$ cat src/rtl/mult_seq_ctrl_if.sv
// Handshake and result bus between a requester and the sequential multiplier.
interface mult_seq_ctrl_if;
  logic        start;
  logic [31:0] a;
  logic [31:0] b;
  logic        busy;
  logic        done;
  logic [31:0] product_hi;
  logic [31:0] product_lo;

  modport master (
    output start, a, b,
    input  busy, done, product_hi, product_lo
  );

  modport slave (
    input  start, a, b,
    output busy, done, product_hi, product_lo
  );
endinterface

$ cat src/rtl/mult_seq_ctrl.sv
// Unsigned 32x32 shift-add multiplier: one iteration per cycle through a
// single shared 32-bit adder, 64-bit result registered on completion.
module adder_32 (
  input  logic [31:0] x,
  input  logic [31:0] y,
  output logic [31:0] s
);
  assign s = x + y;
endmodule

module mult_seq_ctrl (
  input  logic           clk,
  input  logic           rst,
  mult_seq_ctrl_if.slave bus
);
  localparam int unsigned OP_W   = 32;
  localparam int unsigned PROD_W = 64;
  localparam int unsigned CNT_W  = 5;
  localparam logic [CNT_W-1:0] LAST_ITER = CNT_W'(31);

  localparam logic [1:0] IDLE = 2'd0;
  localparam logic [1:0] RUN  = 2'd1;
  localparam logic [1:0] DONE = 2'd2;

  logic [1:0]        state, state_d;
  logic [OP_W-1:0]   m, m_d;
  logic [PROD_W-1:0] p, p_d;
  logic [CNT_W-1:0]  cnt, cnt_d;
  logic [OP_W-1:0]   prod_hi, prod_hi_d;
  logic [OP_W-1:0]   prod_lo, prod_lo_d;
  logic              busy_q, busy_d;
  logic              done_q, done_d;

  logic [OP_W-1:0]   sum;
  logic              carry;
  logic [PROD_W-1:0] p_step;

  adder_32 u_adder (
    .x (p[63:32]),
    .y (m),
    .s (sum)
  );

  // The adder has no carry-out, so recover it from the operand and sum MSBs.
  assign carry  = (p[63] & m[31]) | ((p[63] | m[31]) & ~sum[31]);
  assign p_step = p[0] ? {carry, sum, p[31:1]} : {1'b0, p[63:1]};

  // State and datapath registers.
  always_ff @(posedge clk) begin
    if (rst) begin
      state   <= IDLE;
      m       <= '0;
      p       <= '0;
      cnt     <= '0;
      prod_hi <= '0;
      prod_lo <= '0;
      busy_q  <= 1'b0;
      done_q  <= 1'b0;
    end else begin
      state   <= state_d;
      m       <= m_d;
      p       <= p_d;
      cnt     <= cnt_d;
      prod_hi <= prod_hi_d;
      prod_lo <= prod_lo_d;
      busy_q  <= busy_d;
      done_q  <= done_d;
    end
  end

  // Next-state and datapath update; busy/done are registered from the next state.
  always_comb begin
    state_d   = state;
    m_d       = m;
    p_d       = p;
    cnt_d     = cnt;
    prod_hi_d = prod_hi;
    prod_lo_d = prod_lo;

    case (state)
      IDLE: begin
        if (bus.start) begin
          state_d = RUN;
          m_d     = bus.a;
          p_d     = {32'h0, bus.b};
          cnt_d   = '0;
        end
      end
      RUN: begin
        p_d = p_step;
        if (cnt == LAST_ITER) begin
          state_d   = DONE;
          prod_hi_d = p_step[63:32];
          prod_lo_d = p_step[31:0];
        end else begin
          cnt_d = cnt + CNT_W'(1);
        end
      end
      DONE:    state_d = IDLE;
      default: state_d = IDLE;
    endcase

    busy_d = (state_d != IDLE);
    done_d = (state_d == DONE);
  end

  assign bus.busy       = busy_q;
  assign bus.done       = done_q;
  assign bus.product_hi = prod_hi;
  assign bus.product_lo = prod_lo;
endmodule

$ cat src/flat_wrapper.sv
// flat-port wrapper written by rule: the top's interface ports become plain ports
module mult_seq_ctrl_flat 
  (clk, rst, bus_start, bus_a, bus_b, bus_busy, bus_done, bus_product_hi, bus_product_lo);
  mult_seq_ctrl_if bus_i ();
  input  logic clk;
  input  logic rst;
  input wire logic [$bits(bus_i.start)-1:0] bus_start;
  input wire logic [$bits(bus_i.a)-1:0] bus_a;
  input wire logic [$bits(bus_i.b)-1:0] bus_b;
  output wire logic [$bits(bus_i.busy)-1:0] bus_busy;
  output wire logic [$bits(bus_i.done)-1:0] bus_done;
  output wire logic [$bits(bus_i.product_hi)-1:0] bus_product_hi;
  output wire logic [$bits(bus_i.product_lo)-1:0] bus_product_lo;
  assign bus_i.start = bus_start;
  assign bus_i.a = bus_a;
  assign bus_i.b = bus_b;
  assign bus_busy = bus_i.busy;
  assign bus_done = bus_i.done;
  assign bus_product_hi = bus_i.product_hi;
  assign bus_product_lo = bus_i.product_lo;
  mult_seq_ctrl u_core (.clk(clk), .rst(rst), .bus(bus_i));
endmodule
$ cat config.mk
export PLATFORM = sky130hd
export DESIGN_NAME = mult_seq_ctrl_flat
export DESIGN_NICKNAME = d
export VERILOG_FILES = /design/src/rtl/mult_seq_ctrl_if.sv /design/src/rtl/mult_seq_ctrl.sv /design/src/flat_wrapper.sv
export SDC_FILE = /design/constraint.sdc
export NUM_CORES = 1
export LEC_CHECK = 0
export BUFFER_PORTS_ARGS = -buffer_cell sky130_fd_sc_hd__buf_2
export CAP_MARGIN = 15
export CELL_PAD_IN_SITES_DETAIL_PLACEMENT = 1
export CELL_PAD_IN_SITES_GLOBAL_PLACEMENT = 1
export CORE_MARGIN = 10
export CORE_UTILIZATION = 45
export CTS_CLUSTER_DIAMETER = 200
export DETAILED_ROUTE_END_ITERATION = 10
export GPL_ROUTABILITY_DRIVEN = 0
export HOLD_SLACK_MARGIN = 0.05
export PLACE_DENSITY_LB_ADDON = 0.3
export SKIP_CTS_REPAIR_TIMING = 1
export SLEW_MARGIN = 5
export SYNTH_ARGS = -nofsm -noshare
export SYNTH_HDL_FRONTEND = slang
export SYNTH_SLANG_ARGS = --single-unit
export TNS_END_PERCENT = 1
$ cat constraint.sdc
create_clock -name clk -period 4.8 [get_ports clk]
set_input_delay 0.48 -clock clk [delete_from_list [all_inputs] [get_ports clk]]
set_output_delay 0.48 -clock clk [all_outputs]
set_load 0.05 [all_outputs]
==> metrics.md, run 1 <==
| Metric | Value |
|---|---|
| RSZ-0062 raised after global routing | `false` |
| DR iter-0 viols | `390` |
| Yosys warning count | `0` |
| Largest net degree at the start of global routing | `89` |
| Worst-path maximum fanout | `5` |
| WP data arrival | `3650 ps` |
| DIE HEIGHT | `155 um` |
| Simple-Gate Fraction of Synth Area | `between 20% and 30%` |
| R2r startpoint | `u_core.p[36]` |
| Routed length per instance | `18.1 um` |
| Post-synth top flop | `dfxtp_1` |
| Vias per cell | `5.68` |
| Crit Path Category | `reg2reg` |
| Finished Core Util | `53.2%` |
| Fmax achieved | `just under 300 MHz` |
| Critical Path Start | `u_core.p[36]` |
| Period utilisation layout | `70.2%` |
| Min-Delay Path Class | `in2reg` |
| Number of global-route vias before repair | `between 8000 and 9000` |
| Worst path required time | `5080 ps` |
| TritonCTS buffer count | `17` |
| Largest family of logic cells by synthesized area | `compound AO/OA/AOI/OAI gates` |
| Synth Register Bits | `around 170` |
| Post-synth ARST share | `0%` |
| WL met2 | `12.1 mm` |
| Mux share of post-synthesis cell area | `1.83%` |
| Final hold viol count | `0` |
| Crit start category | `flip-flop` |
| Final-report max-slew violation count | `0` |
| Top Layer Used | `met4` |
| Syn_area_per_cell | `7.85 sq um` |
| CP Capture Type | `flip-flop` |
| Core ar. | `0.0180 sq mm` |
| Sequential share of the synthesized area | `about 41%` |
| Metal3 WL | `1.08 mm` |
| PnR Total Power | `around 3200 uW` |
| Max_cap viols | `0` |
| Area after DPL | `0.00901 sq mm` |
| Initial antenna violation count | `0` |
| Critical R2R Capture | `u_core.p[62]` |
| PwrDens | `331 mW/mm^2` |
| Post-Synth Adder-Cell Area | `under 10%` |
| Clock sink count | `169` |
| Post-synth EDFFs | `0` |
| Synth Area in XOR/XNOR | `~1.7%` |
| IO Port Bufs | `132` |
| CTS max path bufs | `2` |
| Global-route wire length before repair | `41.4 mm` |
| Register area | `~0.0034 sq mm` |
| CTS clk-pin slew, worst paths | `70 ps` |
| Die area | `0.0242 sq mm` |
| HPWL Detailed | `approximately 17 mm` |
| Compound-cell area share of the yosys netlist | `between 20% and 30%` |
| Finished Cell Area | `~0.0096 sq mm` |
| CTS tree | `built` |
| Fraction of layout cells with a size suffix above 1 | `17.0%` |
| Worst Tran Pin Value | `1060 ps` |
| Syn_nets | `1153` |
| FF-to-FF setup slack | `1430 ps` |
| TritonRoute pass-1 iters | `5` |
| Worst hold path startpoint | `bus_a[25]` |
| Synthesized cell area | `0.00826 sq mm` |
| Skew final | `9.37 ps` |
| Setup Viol. Count Final | `0` |
| Static Leak | `0.00395 uW` |
| WL final | `between 20 and 25 mm` |
| Worst relative slew slack | `29.3%` |
| Die width | `155 um` |
| WL met1 | `11.3 mm` |
| CTS Root Cell | `clkbuf_16` |
| Layout Nets | `between 1000 and 1500` |
| FILL cells | `2289` |
| Cell count after synthesis | `1051` |
| Status | `complete, no violations` |
| Multi-input logic area | `0.00454 sq mm` |
| Worst-Skew Late Latency | `430 ps` |
| Via count | `7820` |
| I/O Pins | `133` |
| VDD IR max | `0.000256 V` |
| H-tree depth | `4` |
| Placement row count | `49` |
| GRT overflow | `0` |
| GRT Resource Usage Total | `20.5%` |
| Post-route DRC violation count | `0` |
| Ant diodes | `0` |
| Unique masters post-synth | `approximately 60` |
| Tmin final | `3370 ps` |
| Starting Density | `45.8%` |
| Syn-to-layout area delta | `16.1%` |
| CP Capture Point | `u_core.p[62]` |
| DRT antenna net count | `0` |
| Final setup TNS | `0 ps` |
| R2R cell count | `14` |
## critical path: stages (launching register included)
cell and delay [ps]:
dfxtp_1 330, ha_1 380, o211ai_1 150, nor3_1 360
o2111ai_1 280, a21oi_2 250, nor2_1 90, o21ai_2 200
a21oi_1 100, o21bai_1 160, fa_1 430, mux2i_1 190
nor2_1 70, a21oi_1 160, nor2_1 60
## worst min-delay path by stage
stage | to | slack, ps | cells after the start
after floorplan | u_core.cnt[4] | 440 | 2
final | u_core.m[25] | 290 | 3
after global routing | u_core.m[10] | 280 | 3
after global placement | u_core.bus.product_lo[5] | 440 | 2
after detailed placement | u_core.bus.product_lo[20] | 440 | 2
after CTS | u_core.m[21] | 270 | 3
## power breakdown
part / total (uW) / switching [uW] / internal (uW)
clock network: 1360 / 614 / 742
logic: 329 / 216 / 113
registers: 1490 / 38.0 / 1450
## cell usage in the layout (no fill, tap or decap), types with 5 or more instances in the layout
cell       netlist  final
mux2i_1         14     14
a31oi_1         10     10
nand2b_1         8      6
nand4_1         10     10
xor2_1           7      7
a311oi_1        37     37
o31ai_1          7      7
o21bai_1         5      5
a2bb2oi_1        5      5
nand3_1         15     15
and3_1           6      6
a21oi_1        124    124
buf_2            3    131
inv_1           16     16
ha_1            33     33
a21o_1          15     15
nand2_1        235    234
buf_4            0     10
and2_1           6      5
o21ai_0         21     21
nor3_1          17     17
nor2_1         109    107
nor2b_1         14     13
a211oi_1        19     19
inv_6            0      5
clkbuf_16        0     17
dfxtp_1        169    168
xnor2_1          9      9
## through the flow
stage | instances | setup WS, ps | hold WS, ps
floorplan | 1051 | 1890 | 436
global placement | 1346 | 1520 | 439
detailed placement | 1346 | 1430 | 443
CTS | 1377 | 1400 | 275
global route | 1377 | 1090 | 285
finish | 1377 | 1430 | 290
## cell usage after synthesis (all sizes together) (6+ instances only)
library cell | n | area, sq um
nor2b | 14 | 87.6
dfxtp | 169 | 3380
a21o | 15 | 113
nand3 | 15 | 75.1
a31oi | 10 | 62.6
xnor2 | 9 | 78.8
nor2 | 109 | 409
a311oi | 37 | 324
mux2i | 14 | 140
xor2 | 7 | 61.3
inv | 16 | 60.1
and3 | 6 | 37.5
a211oi | 21 | 168
o31ai | 8 | 73.8
and2 | 6 | 37.5
o21ai | 26 | 138
ha | 33 | 413
buf | 9 | 37.5
nand2 | 235 | 882
nand4 | 10 | 62.6
clkbuf | 66 | 248
a21oi | 128 | 656
nand2b | 8 | 50.1
nor3 | 17 | 85.1
## layout make-up
class	count	share of cell area, %
multi-input cells	791	47.4
clock inverters	13	1.42
flip-flops and latches	169	35.3
repair buffers	141	7.63
well taps	229	2.99
inverters	16	0.627
clock buffers	18	4.58
## kinds of logic after synthesis
group | after synthesis
XOR/XNOR | 16
AO/OA/AOI/OAI | 291
buffers and inverters | 91
adder cells (fa/ha/maj) | 35
flip-flops | 169
AND/OR/NAND/NOR | 434
multiplexers | 15
## flip-flops by register name, indices dropped and copies added, names as in the netlist
name	count
u_core.bus.product_hi	32
u_core.state	2
u_core.bus.product_lo	32
u_core.bus.busy	1
u_core.m	32
u_core.cnt	5
u_core.p	64
u_core.bus.done	1
## routing by layer
layer | up-vias | track usage (%)
li1 | 3864 | -
met1 | 3782 | 25.4
met2 | 149 | 35.0
met3 | 25 | 4.36
met4 | 0 | 5.66
met5 | - | 0
No activity file was read; power rests on OpenSTA's default activity.
==> inputs of run 2 (changes only) <==
ABC_AREA = 1   (was not set)
CORE_UTILIZATION = 41   (was 45)
clock period = 3.2 ns   (was 4.8 ns; I/O delays follow)
==> run 2 against run 1 <==
Against the previous run: via count is 12% higher; core utilization down 5.4 points; global-route usage rose by 0.12 points; critical endpoint unchanged; synthesized cell count is 26% higher; final area is 8.2% higher; routed wire length grew 18%.
==> metrics.md, run 2 <==
| Metric | Value |
|---|---|
| Core ar. | `0.0217 sq mm` |
| Post-route DRC violation count | `0` |
| Static Leak | `0.00512 uW` |
| Worst-path maximum fanout | `5` |
| Layout Cells excl Fill | `1714` |
| CTS Root Cell | `clkbuf_16` |
| Synthesized cell area | `0.00899 sq mm` |
| CTS max path bufs | `2` |
| Die width | `168 um` |
| Commonest non-fill, non-tap cell in the layout | `nand2_1` |
| Layout Nets | `1523` |
| Via count | `between 8000 and 9000` |
| Syn-to-layout area delta | `15.4%` |
| Die area | `0.0282 sq mm` |
| Sw power | `1510 uW` |
| Skew final | `11.3 ps` |
| Gate power share | `13.5%` |
| H-tree depth | `4` |
| Most flop-heavy register | `u_core.p` |
| Hold path cells | `3` |
| WL final | `just under 30 mm` |
| Synth cell count leaders | `359 x nand2_1, 169 x dfxtp_1, 168 x inv_1` |
| Seq pwr share | `45.4%` |
| Syn_nets | `1422` |
| IO Port Bufs | `132` |
| Global-route wire length before repair | `48.2 mm` |
| Inst Count DP | `1682` |
| Number of global-route vias before repair | `approximately 9300` |
| Area contributors post-synth | `dfxtp_1 38%, nand2_1 15%, inv_1 7.0%` |
| Placement row count | `54` |
| Max_cap viols | `0` |
| Routed length per instance | `about 17 um` |
| Worst-Skew Late Latency | `440 ps` |
| DIE HEIGHT | `168 um` |
| Sequential share of the synthesized area | `between 30% and 40%` |
| Post-synth ARST share | `0%` |
| GRT Resource Usage Total | `a little over 20%` |
| Final hold viol count | `0` |
| Sw frac | `30.3%` |
| Worst Tran Pin Value | `970 ps` |
| RSZ-0062 raised after global routing | `false` |
| Status | `complete, no violations` |
| HPWL Detailed | `between 20 and 25 mm` |
| Most numerous cell in the Yosys netlist | `nand2_1` |
| Unique masters post-synth | `40` |
| FF-to-FF setup slack | `670 ps` |
| Clock sink count | `169` |
| Starting Density | `about 41%` |
| DR iter-0 viols | `397` |
| VDD IR max | `0.000288 V` |
| Critical R2R Capture | `u_core.p[62]` |
| Fraction of layout cells with a size suffix above 1 | `16.7%` |
| Setup Viol. Count Final | `0` |
| PnR Total Power | `4970 uW` |
| R2r startpoint | `u_core.p[56]` |
| Crit start category | `flip-flop` |
| Initial antenna violation count | `1` |
| CTS clk-pin slew, worst paths | `70 ps` |
| Final hold slack | `108 ps` |
| R2R cell count | `16` |
| PwrDens | `479 mW/mm^2` |
| Vias per cell | `5.13` |
| Synth Register Bits | `~170` |
| Max reg flops | `64` |
| Min-Delay Path Class | `in2reg` |
| Final-report max-slew violation count | `0` |
| Yosys warning count | `0` |
| Most frequent cells in the layout | `359 x nand2_1, 168 x dfxtp_1, 167 x inv_1` |
| Worst Hold Path EP | `u_core.m[25]` |
| Crit Path Category | `reg2reg` |
| Fmax achieved | `around 400 MHz` |
| DRT antenna net count | `0` |
| Syn_area_per_cell | `approximately 7 sq um` |
| Clk pwr share | `41.0%` |
| Tmin final | `2530 ps` |
| Worst hold path startpoint | `bus_a[25]` |
| Cell-internal power | `3460 uW` |
| CP Capture Type | `flip-flop` |
| Period utilisation layout | `78.9%` |
| TritonCTS buffer count | `17` |
| Post-synth EDFFs | `0` |
| CTS tree | `built` |
| Worst path required time | `~3600 ps` |
| Area leader, netlist | `dfxtp_1` |
| GRT overflow | `0` |
| Post-synth top flop | `dfxtp_1` |
| Final setup TNS | `0 ps` |
| Cell count after synthesis | `1320` |
| TritonRoute pass-1 iters | `5` |
| Finished Core Util | `47.8%` |
| WP data arrival | `2890 ps` |
| Synth top area share | `a little under two fifths` |
| I/O Pins | `133` |
| Worst relative slew slack | `35.1%` |
| Largest net degree at the start of global routing | `47` |
-- run 2: cell types whose count changed in the layout (fill, tap and decap cells not counted), sizes merged, moves of 20 or more --
| cell | before | now |
|---|---|---|
| a21oi | 128 | 86 |
| o21ai | 26 | 88 |
| inv | 23 | 182 |
| a211oi | 21 | 1 |
| or2 | 0 | 22 |
| nand2 | 235 | 370 |
| o311ai | 2 | 26 |
| nand3 | 15 | 120 |
| a311oi | 37 | 0 |
-- run 2: per-layer routing --
| metal | share of wire, % | GRT usage, % | vias to the layer above |
|---|---|---|---|
| met4 | 2.0 | 6.43 | 0 |
| li1 | - | - | 4425 |
| met5 | 0 | 0 | - |
| met2 | 49 | 36.0 | 166 |
| met3 | 4.2 | 4.19 | 38 |
| met1 | 45 | 24.8 | 4163 |
-- run 2: kinds of logic (layout without fill, tap and decap cells) --
kind of cell	after synthesis	after routing	share of synthesized area, %
xor gates and xnor gates	14	14	1.36
DFF	169	169	37.6
other	0	1	0
adders and majority gates	35	35	5.04
AOI/OAI and AO/OA	229	229	14.8
and+or+nand+nor	633	633	30.2
buffers and inverters	240	353	11.0
-- run 2: area by class of cell --
cell class | count | area (sq um)
clock buffer | 17 | 425
fill | 2901 | 11300
timing repair buffer | 146 | 766
clock inverter | 14 | 150
antenna | 1 | 2.50
inverter | 176 | 662
sequential | 169 | 3380
multi-input combinational | 911 | 4630
tap | 280 | 350
-- run 2: worst max path at each step --
stage	from	depth (start not counted)	to	slack, ps
final	u_core.p[56]	16	u_core.p[62]	670
after global routing	u_core.p[58]	14	u_core.p[62]	360
after CTS	u_core.p[56]	16	u_core.p[62]	670
after detailed placement	u_core.p[50]	16	u_core.p[62]	720
after global placement	u_core.p[58]	14	u_core.p[62]	760
after floorplan	u_core.p[40]	16	u_core.p[62]	980
-- run 2: worst max-delay path, cell delays in order, from the launching register on --
cell	delay [ps]
dfxtp_1	330
ha_1	360
nand2_1	150
inv_1	50
nand2_1	60
nand2_1	70
nand2_1	70
nand2_1	60
a21oi_1	240
nand2_2	110
nand3_1	80
nand2_1	60
fa_1	480
nand2_1	50
nand2_1	90
nand2_1	50
a21oi_1	150
-- run 2: metrics by stage --
step | setup slack [ps] | instance area, sq um
after detailed placement | 721 | 9790
after global routing | 361 | 10400
after global placement | 762 | 9790
after floorplan | 977 | 8990
after CTS | 671 | 10400
final | 674 | 10400
-- run 2: power by group through the flow --
stage | logic, uW | clock network (uW) | registers, uW
6_report | 673 | 2040 | 2260
5_1_grt | 763 | 2160 | 2270
4_1_cts | 677 | 2070 | 2260
3_5_place_dp | 670 | 0 | 2310
3_3_place_gp | 651 | 0 | 2300
2_1_floorplan | 484 | 0 | 2280
==> inputs of run 3 (changes only) <==
CORE_UTILIZATION = 37   (was 41)
clock period = 2.2 ns   (was 3.2 ns; I/O delays follow)
==> run 3 against run 2 <==
Against the previous run: worst hold slack lost 98 ps; largest power group unchanged; flip-flop and latch count is the same; critical path type unchanged; combinational power grew 93%; the flow now finishes with violations (setup timing); first-iteration DRC count grew 41%; sequential power grew 46%; routed wire length grew 9.7%; maximum frequency grew 9.8%; register-to-register slack lost 780 ps; largest cell class unchanged; final cell count grew 10%.
==> metrics.md, run 3 (synthesized netlist as in run 2, its figures left out) <==
| Metric | Value |
|---|---|
| Final-report max-slew violation count | `0` |
| Layout Cells excl Fill | `1887` |
| Post-placement setup slack | `-249 ps` |
| Commonest non-fill, non-tap cell in the layout | `nand2_1` |
| IO Port Bufs | `132` |
| H-tree depth | `4` |
| Placement row count | `56` |
| Period utilisation layout | `105%` |
| WL final | `32.2 mm` |
| PwrDens | `648 mW/mm^2` |
| Syn-to-layout area delta | `33.9%` |
| Worst Tran Pin Value | `615 ps` |
| Clk pwr share | `about two fifths` |
| Routed length per instance | `17.1 um` |
| CTS tree | `built` |
| CTS clk-pin slew, worst paths | `80 ps` |
| Worst-path maximum fanout | `3` |
| Largest net degree at the start of global routing | `55` |
| Sw frac | `31.8%` |
| CP Capture Type | `flip-flop` |
| I/O Pins | `133` |
| WP data arrival | `2620 ps` |
| Inst Count DP | `about 1800` |
| Gate power share | `16.7%` |
| Worst relative slew slack | `58.9%` |
| Core ar. | `0.0237 sq mm` |
| Worst-Skew Late Latency | `450 ps` |
| Static Leak | `0.00581 uW` |
| Initial antenna violation count | `0` |
| Most frequent cells in the layout | `337 x nand2_1, 166 x inv_1, 135 x dfxtp_1` |
| Most flop-heavy register | `u_core.p` |
| DRT antenna net count | `0` |
| Top Layer Used | `met4` |
| Seq pwr share | `42.2%` |
| Die width | `176 um` |
| Clock sink count | `169` |
| CTS max path bufs | `2` |
| HPWL Detailed | `22.6 mm` |
| DIE HEIGHT | `176 um` |
| Sw power | `2480 uW` |
| Vias per cell | `approximately 5.1` |
| Crit Path Category | `reg2reg` |
| Metal3 WL | `about 1.4 mm` |
| R2R cell count | `16` |
| Global-route wire length before repair | `~50 mm` |
| TritonRoute pass-1 iters | `5` |
| Fraction of layout cells with a size suffix above 1 | `between 20% and 30%` |
| Post-route DRC violation count | `0` |
| Tmin final | `between 2000 and 2500 ps` |
| Skew final | `approximately 13 ps` |
| GRT Resource Usage Total | `19.6%` |
| Final hold viol count | `0` |
| Min-Delay Path Class | `in2reg` |
| Ant diodes | `0` |
| CP Capture Point | `u_core.p[62]` |
| FILL cells | `3092` |
| Die area | `0.0309 sq mm` |
| Crit start category | `flip-flop` |
| Failing checks | `setup timing` |
| Max_cap viols | `0` |
| Finished Cell Area | `roughly 0.012 sq mm` |
| GRT overflow | `0` |
| VDD IR max | `0.000526 V` |
| R2r startpoint | `u_core.m[4]` |
| Worst path required time | `2520 ps` |
| CTS Root Cell | `clkbuf_16` |
| DR iter-0 viols | `558` |
| WL met2 | `16.2 mm` |
| Max reg flops | `64` |
| Multi-input logic area | `0.00505 sq mm` |
| TritonCTS buffer count | `17` |
| Critical Path Start | `u_core.m[4]` |
| Cell-internal power | `5320 uW` |
| Number of global-route vias before repair | `9721` |
| Via count | `~9600` |
| Starting Density | `37.9%` |
| FF-to-FF setup slack | `-100 ps` |
| Area after DPL | `between 0.01 and 0.015 sq mm` |
| RSZ-0062 raised after global routing | `true` |
| Layout Nets | `1657` |
| Final setup margin | `-101 ps` |
| Fmax achieved | `435 MHz` |
| Final setup TNS | `-201 ps` |
| Status | `finished, violations left` |
| Setup Viol. Count Final | `3` |
| Register area | `0.00343 sq mm` |
| WL met1 | `14.1 mm` |
| Final hold slack | `9.58 ps` |
| Critical R2R Capture | `u_core.p[62]` |
[run 3: cell count changes in the layout (fill, tap and decap cells not counted), moves of 5 or more]
cell	before	now
a21oi_2	1	6
ha_1	33	11
a21oi_1	85	78
dfxtp_2	1	33
dfxtp_1	168	135
dlygate4sd3_1	0	27
nand2_2	11	33
ha_4	0	22
buf_4	14	119
nand2_1	359	337
[run 3: how the worst min path moves through the flow]
stage	from	endpoint	slack (ps)	depth (start not counted)
2_1_floorplan	bus_a[0]	u_core.m[0]	350	2
3_3_place_gp	bus_a[25]	u_core.m[25]	440	3
5_1_grt	bus_a[28]	u_core.m[28]	50	3
3_5_place_dp	bus_a[22]	u_core.m[22]	450	3
4_1_cts	bus_a[22]	u_core.m[22]	-10	3
6_report	bus_a[21]	u_core.m[21]	10	3
[run 3: cell type report]
type,instances,share of cell area (%)
Multi-Input combinational cell,911,42.0
Sequential cell,169,28.5
Timing Repair Buffer,280,15.5
Inverter,176,5.50
Clock buffer,17,3.54
Tap cell,319,3.32
Clock inverter,15,1.67
[run 3: per-layer routing]
| metal | global-route usage, % | vias up |
|---|---|---|
| li1 | - | 4695 |
| met1 | 23.3 | 4660 |
| met2 | 35.4 | 202 |
| met3 | 3.80 | 39 |
| met4 | 4.77 | 0 |
| met5 | 0 | - |
[run 3: power groups by stage]
| stage | Sequential [uW] | Combinational (uW) | Clock [uW] |
|---|---|---|---|
| 2_1_floorplan | 3320 | 708 | 0 |
| 3_3_place_gp | 3320 | 1130 | 0 |
| 3_5_place_dp | 3330 | 1160 | 0 |
| 4_1_cts | 3260 | 1180 | 3250 |
| 5_1_grt | 3300 | 1430 | 3390 |
| 6_report | 3290 | 1300 | 3210 |
[run 3: through the flow]
step                      util (%)  total power [uW]
after floorplan                  -              4020
after CTS                     47.6              7690
after global placement        44.9              4450
after detailed placement      44.9              4490
final                         50.8              7800
after global routing          50.8              8130
[run 3: critical path: stages (launching register included)]
cell,delay (ps)
dfxtp_2,340
ha_4,280
nand2_2,90
nor2_4,130
nand2_1,110
nand3_4,90
nand2_2,60
nand2_2,100
nand2_2,70
nand2_2,70
nand3_1,60
nand2_1,90
fa_1,410
nand2_1,90
nand2_1,70
nand2_1,60
a21oi_1,60
